<file path="src/rtl/game_tick_ctrl_if.sv">
// Control/status bundle between the Dino game front end and game_tick_ctrl.
// master drives the player/collision levels; slave returns state, tick, score and level.
interface game_tick_ctrl_if #(
  parameter int SCORE_W = 24
);
  logic               start;
  logic               pause;
  logic               collision;
  logic [1:0]         state;
  logic               running;
  logic               tick;
  logic [SCORE_W-1:0] score;
  logic [SCORE_W-1:0] hiscore;
  logic [2:0]         level;

  modport master (
    output start, pause, collision,
    input  state, running, tick, score, hiscore, level
  );

  modport slave (
    input  start, pause, collision,
    output state, running, tick, score, hiscore, level
  );
endinterface

</file>
<file path="src/rtl/game_tick_ctrl.sv">
// Dino game run/pause/over FSM with a level-scaled rate divider; outputs registered (tick is one cycle), no backpressure.
// Define GAME_TICK_BCD_SCORE_EN to count the score in packed BCD instead of binary.
module game_tick_ctrl #(
  parameter int CLK_DIV    = 50_000_000,
  parameter int DIV_DEC    = 5_000_000,
  parameter int DIV_W      = 28,
  parameter int SCORE_W    = 24,
  parameter int LEVEL_STEP = 16,
  parameter int MAX_LEVEL  = 7
) (
  input  logic            clk,
  input  logic            reset,
  game_tick_ctrl_if.slave bus
);

  typedef enum logic [1:0] {
    IDLE  = 2'b00,
    RUN   = 2'b01,
    PAUSE = 2'b10,
    OVER  = 2'b11
  } state_t;

  localparam int STEP_W = $clog2(LEVEL_STEP + 1);

  state_t             state_q, state_d;
  logic [DIV_W-1:0]   div_q, div_d;
  logic [SCORE_W-1:0] score_q, score_d;
  logic [SCORE_W-1:0] hiscore_q, hiscore_d;
  logic [2:0]         level_q, level_d;
  logic [STEP_W-1:0]  step_q, step_d;
  logic               tick_q, tick_d;
  logic               start_q, pause_q;
  logic               start_p, pause_p;

  assign start_p = bus.start & ~start_q;
  assign pause_p = bus.pause & ~pause_q;

  function automatic logic [DIV_W-1:0] reload(input logic [2:0] lv);
    return DIV_W'(CLK_DIV - 1) - DIV_W'(DIV_DEC) * DIV_W'(lv);
  endfunction

  function automatic logic [SCORE_W-1:0] score_inc(input logic [SCORE_W-1:0] s);
`ifdef GAME_TICK_BCD_SCORE_EN
    logic [SCORE_W-1:0] r;
    logic               c;
    r = s;
    c = 1'b1;
    for (int i = 0; i < SCORE_W / 4; i++) begin
      if (c) begin
        if (r[4*i +: 4] == 4'd9) begin
          r[4*i +: 4] = 4'd0;
        end else begin
          r[4*i +: 4] = r[4*i +: 4] + 4'd1;
          c = 1'b0;
        end
      end
    end
    // A carry out of the top digit means every digit was 9: hold at all-9s.
    return c ? s : r;
`else
    return (&s) ? s : s + SCORE_W'(1);
`endif
  endfunction

  always_comb begin
    state_d   = state_q;
    div_d     = div_q;
    score_d   = score_q;
    hiscore_d = hiscore_q;
    level_d   = level_q;
    step_d    = step_q;
    tick_d    = 1'b0;

    case (state_q)
      IDLE, OVER: begin
        if (start_p) begin
          state_d = RUN;
          score_d = '0;
          level_d = '0;
          step_d  = '0;
          div_d   = reload(3'd0);
        end
      end
      RUN: begin
        if (bus.collision) begin
          state_d = OVER;
          if (score_q > hiscore_q) hiscore_d = score_q;
        end else if (pause_p) begin
          state_d = PAUSE;
        end else if (div_q != '0) begin
          div_d = div_q - DIV_W'(1);
        end else begin
          tick_d  = 1'b1;
          score_d = score_inc(score_q);
          if (step_q == STEP_W'(LEVEL_STEP - 1)) begin
            step_d = '0;
            if (level_q < 3'(MAX_LEVEL)) level_d = level_q + 3'd1;
          end else begin
            step_d = step_q + STEP_W'(1);
          end
          // Reload from the post-increment level so a speed-up takes effect at once.
          div_d = reload(level_d);
        end
      end
      PAUSE: begin
        if (pause_p) state_d = RUN;
      end
      default: state_d = IDLE;
    endcase
  end

  always_ff @(posedge clk) begin
    if (reset) begin
      state_q   <= IDLE;
      div_q     <= DIV_W'(CLK_DIV - 1);
      score_q   <= '0;
      hiscore_q <= '0;
      level_q   <= '0;
      step_q    <= '0;
      tick_q    <= 1'b0;
      start_q   <= 1'b0;
      pause_q   <= 1'b0;
    end else begin
      state_q   <= state_d;
      div_q     <= div_d;
      score_q   <= score_d;
      hiscore_q <= hiscore_d;
      level_q   <= level_d;
      step_q    <= step_d;
      tick_q    <= tick_d;
      start_q   <= bus.start;
      pause_q   <= bus.pause;
    end
  end

  assign bus.state   = state_q;
  assign bus.running = (state_q == RUN);
  assign bus.tick    = tick_q;
  assign bus.score   = score_q;
  assign bus.hiscore = hiscore_q;
  assign bus.level   = level_q;

endmodule

</file>
<file path="src/flat_wrapper.sv">
// flat-port wrapper written by rule: the top's interface ports become plain ports
module game_tick_ctrl_flat 
#(
  parameter int CLK_DIV    = 50_000_000,
  parameter int DIV_DEC    = 5_000_000,
  parameter int DIV_W      = 28,
  parameter int SCORE_W    = 24,
  parameter int LEVEL_STEP = 16,
  parameter int MAX_LEVEL  = 7
)
  (clk, reset, bus_start, bus_pause, bus_collision, bus_state, bus_running, bus_tick, bus_score, bus_hiscore, bus_level);
  game_tick_ctrl_if #(.SCORE_W(SCORE_W)) bus_i ();
  input  logic clk;
  input  logic reset;
  input wire logic [$bits(bus_i.start)-1:0] bus_start;
  input wire logic [$bits(bus_i.pause)-1:0] bus_pause;
  input wire logic [$bits(bus_i.collision)-1:0] bus_collision;
  output wire logic [$bits(bus_i.state)-1:0] bus_state;
  output wire logic [$bits(bus_i.running)-1:0] bus_running;
  output wire logic [$bits(bus_i.tick)-1:0] bus_tick;
  output wire logic [$bits(bus_i.score)-1:0] bus_score;
  output wire logic [$bits(bus_i.hiscore)-1:0] bus_hiscore;
  output wire logic [$bits(bus_i.level)-1:0] bus_level;
  assign bus_i.start = bus_start;
  assign bus_i.pause = bus_pause;
  assign bus_i.collision = bus_collision;
  assign bus_state = bus_i.state;
  assign bus_running = bus_i.running;
  assign bus_tick = bus_i.tick;
  assign bus_score = bus_i.score;
  assign bus_hiscore = bus_i.hiscore;
  assign bus_level = bus_i.level;
  game_tick_ctrl #(.CLK_DIV(CLK_DIV), .DIV_DEC(DIV_DEC), .DIV_W(DIV_W), .SCORE_W(SCORE_W), .LEVEL_STEP(LEVEL_STEP), .MAX_LEVEL(MAX_LEVEL)) u_core (.clk(clk), .reset(reset), .bus(bus_i));
endmodule
</file>
<file path="config.mk">
export PLATFORM = sky130hd
export DESIGN_NAME = game_tick_ctrl_flat
export DESIGN_NICKNAME = d
export VERILOG_FILES = /design/src/rtl/game_tick_ctrl_if.sv /design/src/rtl/game_tick_ctrl.sv /design/src/flat_wrapper.sv
export SDC_FILE = /design/constraint.sdc
export NUM_CORES = 1
export LEC_CHECK = 0
export BUFFER_PORTS_ARGS = -buffer_cell sky130_fd_sc_hd__buf_2
export CAP_MARGIN = 25
export CORE_MARGIN = 3
export CORE_UTILIZATION = 60
export CTS_CLUSTER_SIZE = 30
export DETAILED_ROUTE_END_ITERATION = 10
export GPL_TIMING_DRIVEN = 0
export PLACE_DENSITY = 0.81
export SLEW_MARGIN = 20
export SYNTH_ARGS = -nofsm -noshare
export SYNTH_HDL_FRONTEND = slang
export SYNTH_SLANG_ARGS = --single-unit
</file>
<file path="constraint.sdc">
create_clock -name clk -period 4.9 [get_ports clk]
set_input_delay 0.735 -clock clk [delete_from_list [all_inputs] [get_ports clk]]
set_output_delay 0.735 -clock clk [all_outputs]
set_load 0.02 [all_outputs]
</file>
# Yosys cells after proc, flatten, opt, wreduce, memory -nomap -nowiden
# Cells that the tools add are included.
totals:
  reg_bits: 89
  input_bits: 5
  output_inout_bits: 55
op_classes:
  n_addsub: 5
  mul: 1
  magnitude_cmp: 2
  eq_ne: 11
  muxes: 34
  n_bitwise: 5
  n_reduce_logical: 11
op_table:
  columns: ["cell", "count"]
  rows:
  - ["two-way mux 24 bit", 5]
  - ["two-way mux 28 bit", 4]
  - ["case mux 28 bit (2 select lines)", 1]
  - ["case mux 24 bit (2 select lines)", 1]
  - ["two-way mux 3 bit", 10]
  - ["nonzero test 28 bit", 1]
  - ["subtractor 28 x 1 -> 28 bit (second input constant)", 1]
  - ["subtractor 26 x 26 -> 27 bit (first input constant)", 1]
  - ["two-way mux 5 bit", 5]
  - ["adder 24 x 1 -> 24 bit (second input constant)", 1]
  - ["> comparator 24 bit", 1]
  - ["AND reduction 24 bit", 1]
  - ["multiplier 17 x 3 -> 20 bit (first input constant)", 1]
  - ["case mux 5 bit (2 select lines)", 1]
  - ["two-way mux 2 bit", 4]
  - ["inequality test 2 bit (second input constant)", 4]
  - ["case mux 2 bit (3 select lines)", 1]
  - ["case mux 3 bit (2 select lines)", 1]
  - ["AND reduction 3 bit", 2]
  - ["AND reduction 6 bit", 1]
  - ["adder 5 x 1 -> 5 bit (second input constant)", 1]
  - ["equality test 5 x 4 -> 1 bit (second input constant)", 1]
  - ["AND reduction 5 bit", 1]
  - ["equality test 2 bit (second input constant)", 2]
  - ["other kinds (13)", 17]

# Depth between registers and ports, before layout
depth:
  depth_word: 13
  mapped_depth: 16

# Least setup slack after synthesis
# No wires, ideal clock.
synth_path:
  path_kind: "register -> register"
  from: "register u_core.step_q[0]"
  to: "register u_core.div_q[24]"
  setup_ns: 0.095
  arrival_time_ns: 4.150
  required_time_ns: 4.805
  path_slack_ns: 0.654
  path_stages_with_launch: 16
  period_less_slack_ns: 4.246
  cell_sequence: "dfxtp_1 > ha_1 > and4b_1 > and4_1 > nor2_1 > ha_1 > ha_1 > inv_1 > fa_1 > o31ai_1 > nand2_1 > xnor2_1 > or4_1 > a41o_1 > xor2_1 > a221oi_1"
synth_between:
  elab_chain_cells: 12
synth_lines:
  columns: ["item", "line_no", "source"]
  rows:
  - ["from (decl)", "game_tick_ctrl.sv:30", "logic [STEP_W-1:0] step_q, step_d;"]
  - ["from (signal assigned)", "game_tick_ctrl.sv:129", "step_q <= step_d;"]
  - ["equality test 5 x 4 -> 1 bit", "game_tick_ctrl.sv:95", "if (step_q == STEP_W'(LEVEL_STEP - 1)) begin"]
  - ["two-way mux 3 bit", "game_tick_ctrl.sv:95", null]
  - ["two-way mux 3 bit", "game_tick_ctrl.sv:90", "end else if (div_q != '0) begin"]
  - ["two-way mux 3 bit", "game_tick_ctrl.sv:88", "end else if (pause_p) begin"]
  - ["two-way mux 3 bit", "game_tick_ctrl.sv:85", "if (bus.collision) begin"]
  - ["two-way mux 3 bit", "game_tick_ctrl.sv:74", "case (state_q)"]
  - ["multiplier 17 x 3 -> 20 bit", "game_tick_ctrl.sv:39", "return DIV_W'(CLK_DIV - 1) - DIV_W'(DIV_DEC) * DIV_W'(lv);"]
  - ["subtractor 26 x 26 -> 27 bit", "game_tick_ctrl.sv:39", null]
  - ["two-way mux 28 bit", "game_tick_ctrl.sv:90", null]
  - ["two-way mux 28 bit", "game_tick_ctrl.sv:88", null]
  - ["two-way mux 28 bit", "game_tick_ctrl.sv:85", null]
  - ["case mux 28 bit (2 select lines)", "game_tick_ctrl.sv:74", null]
  - ["to (signal assigned)", "game_tick_ctrl.sv:115", "div_q <= DIV_W'(CLK_DIV - 1);"]
  - ["to (signal assigned)", "game_tick_ctrl.sv:125", "div_q <= div_d;"]
  - ["to (decl)", "game_tick_ctrl.sv:26", "logic [DIV_W-1:0] div_q, div_d;"]
# No other way between the ends. The select of a mux whose other input is x is not followed.
# A chain may end at the register's enable or synchronous reset.

# Final worst setup path
# Ends and elaborated chain as after synthesis.

==> run summary <==
Total Wirelength = 14400 um
Setup TNS = 0 ns
FMAX = 218 MHz
Synth Cell Area = 0.00556 sq mm
Unrepaired setup endpoints after global routing = no
# Post-CTS Setup Buffers = 0
Initial Utilization = 62.9%
Number of I/O port buffers = 58
Main combinational cell family by area after synthesis = simple AND/OR/NAND/NOR gates
Residual DRC = 0
Setup CP Type = reg -> reg
Post-Syn Nets = 752
Slew Limit Fails = 0
Max-cap violations = 0
Final hold viol count = 0
Clock sink total = 89
Relative slew slack = 29.4%
Worst-path clk slew = 0.09 ns
Hold WC Path Type = reg -> reg
Total Routing Usage GR = 28.3%
Synth Area in Simple Gates = 24.9%
Area Overhead vs Synth = 11.5%
Synth Register Bits = 89
# H-tree levels = 3
Cells after Synth = 701
IO Count = 60
Row cnt = 34
Synth Area in Compound Gates = 15.6%
WL per Instance = 16.3 um
Via Count = 5413
CTS max path bufs = 2
Mux share of post-synthesis cell area = 4.68%
Die area = 0.0105 sq mm
Status = finished clean
TritonCTS Buffers = 9
Most frequent cells after synthesis = nor2_1 (94), dfxtp_1 (89), nand2_1 (73)
Global-route wire length before repair = 23700 um
Final GP Congestion = 0.919
CTS Root Cell = clkbuf_8
Final core occ = 70.1%
Final nets = 820
Most frequent cell after synthesis = nor2_1
Area of the multi-input gates = 0.00352 sq mm
Arr. time, crit path = 4.86 ns
Yosys warns = 0
Die Y = 102 um
Critical Path RT = 5.17 ns
Global route total overflow = 0
Vias in the first global route = 4932
Final setup vio count = 0
TritonCTS clock tree = yes
Share of cells above drive strength 1 = 11.6%
Clock latency on the worst-skew pair = 0.38 ns
First drt pass iteration count = 5
Synth top area share = 32.0%
Post-Synth Adder-Cell Area = 10.6%
Lkg Pwr = 2.38 nW
CP max FO = 14
Post-DRT Antenna Nets = 0
EDFF count, synth = 0
Final worst path period need = 4.59 ns
Avg Cell Area, Syn = 7.94 sq um
Worst setup EP type = register
Skew final = 0.0204 ns
Vias per cell = 6.14
Xor-xnor portion of the synthesized cell area = 7.24%
Maximum vdd ir drop = 0.000196 V
Synth cell types = 58
Startpoint Class = register
Reg-to-reg slack, setup = 0.31 ns
Top_reg_cell synth = dfxtp_1
Initial antenna violation count = 0
Tcrit/Tclk final = 93.7%
Cell Pwr Density = 257 mW/mm^2
Post-synthesis sequential area ratio = 32.0%
Slew @ Worst Pin = 1.05 ns
Core area = 0.00885 sq mm
ANT cells = 0
Yosys top cell by area = dfxtp_1
Die Wd = 102 um
Drt initial violations = 444
FF/Latch Area = 0.00178 sq mm
Number of fill cells = 749
HPWL after DPL = 10700 um
Async SR Flop Fraction = 0%
Maximum number of pins on one net before global-route repair = 17
Top cells by area, synth = dfxtp_1 (32%), ha_1 (9.9%), nor2_1 (6.3%), nand2_1 (4.9%), mux2i_1 (4.7%)
-- power breakdown --
part | internal, mW | total (mW) | switching (mW) | leakage [nW]
sequential | 0.739 | 0.756 | 0.0173 | 0.719
clock | 0.244 | 0.531 | 0.287 | 0.103
combinational | 0.0867 | 0.310 | 0.223 | 1.56
-- sequential cells by signal, indices dropped and copies added (netlist names) --
name                count
u_core.bus.score       24
u_core.bus.level        3
u_core.step_q           5
u_core.bus.hiscore     24
u_core.div_q           28
u_core.start_q          1
u_core.pause_q          1
u_core.bus.tick         1
u_core.bus.state        2
-- what timing repair did --
item                       CTS  global route
gates resized for setup      0             3
setup endpoints to repair    0             4
hold buffers                 0             0
-- kinds of logic after synthesis --
kind of cell | Yosys count
AND/OR/NAND/NOR | 284
multiplexers | 26
adder cells (fa/ha/maj) | 46
XOR/XNOR | 46
buffers and inverters | 67
AO/OA/AOI/OAI | 143
flip-flops | 89
-- final cells by class --
class / count / share of cell area, %
multi-input cells: 545 / 56.8
flip-flops and latches: 89 / 28.7
repair buffers: 58 / 4.68
well taps: 108 / 2.18
inverters: 44 / 2.66
clock inverters: 6 / 1.17
clock buffers: 10 / 2.06
plain buffers: 22 / 1.69
-- final timing paths --
kind	from	to	cells after the start
setup reg to reg	u_core.step_q[0]	u_core.div_q[24]	14
hold reg to reg	u_core.step_q[4]	u_core.step_q[4]	1
setup / recovery	u_core.step_q[0]	u_core.div_q[24]	14
hold / removal	u_core.step_q[4]	u_core.step_q[4]	1
-- stage by stage --
step           std cells  power [mW]  setup slack (ns)  instance area (sq um)  hold slack [ns]
2_1_floorplan        701       0.979             0.654                   5560            0.461
3_3_place_gp         867        1.07             0.103                   5990            0.468
3_5_place_dp         867        1.07             0.103                   5990            0.481
4_1_cts              883        1.59            0.0582                   6190            0.490
5_1_grt              882        1.67            0.0321                   6200            0.510
6_report             882        1.60             0.308                   6200            0.486
-- cells in the final DEF (no fill, tap or decap), types with 16 or more instances in the layout --
cell type,count
xor2_1,22
xnor2_1,24
a21oi_1,47
mux2i_1,26
nand4_1,16
nor3_1,19
nand2_1,72
nand3_1,24
nor2_1,93
ha_1,44
buf_2,58
o21ai_0,38
dfxtp_1,89
clkbuf_1,18
inv_1,44
-- per-layer routing --
| layer | track usage [%] | routed length (um) | vias up |
|---|---|---|---|
| met2 | 43.2 | 6430 | 211 |
| met3 | 6.08 | 1080 | 33 |
| li1 | - | - | 2606 |
| met5 | 0 | 0 | - |
| met4 | 9.38 | 285 | 0 |
| met1 | 39.7 | 6620 | 2563 |
-- worst max-delay path, stage by stage, from the launching register on --
cell      delay, ns
dfxtp_1        0.43
ha_1           0.22
and4b_1        0.30
o21a_1         0.58
ha_1           0.36
ha_1           0.21
inv_1          0.06
fa_1           0.38
o31ai_2        0.43
nand2_1        0.12
xnor2_1        0.20
or4_1          0.55
a41o_1         0.28
xor2_1         0.14
a221oi_1       0.23
Power figures use the tool's default switching activity.
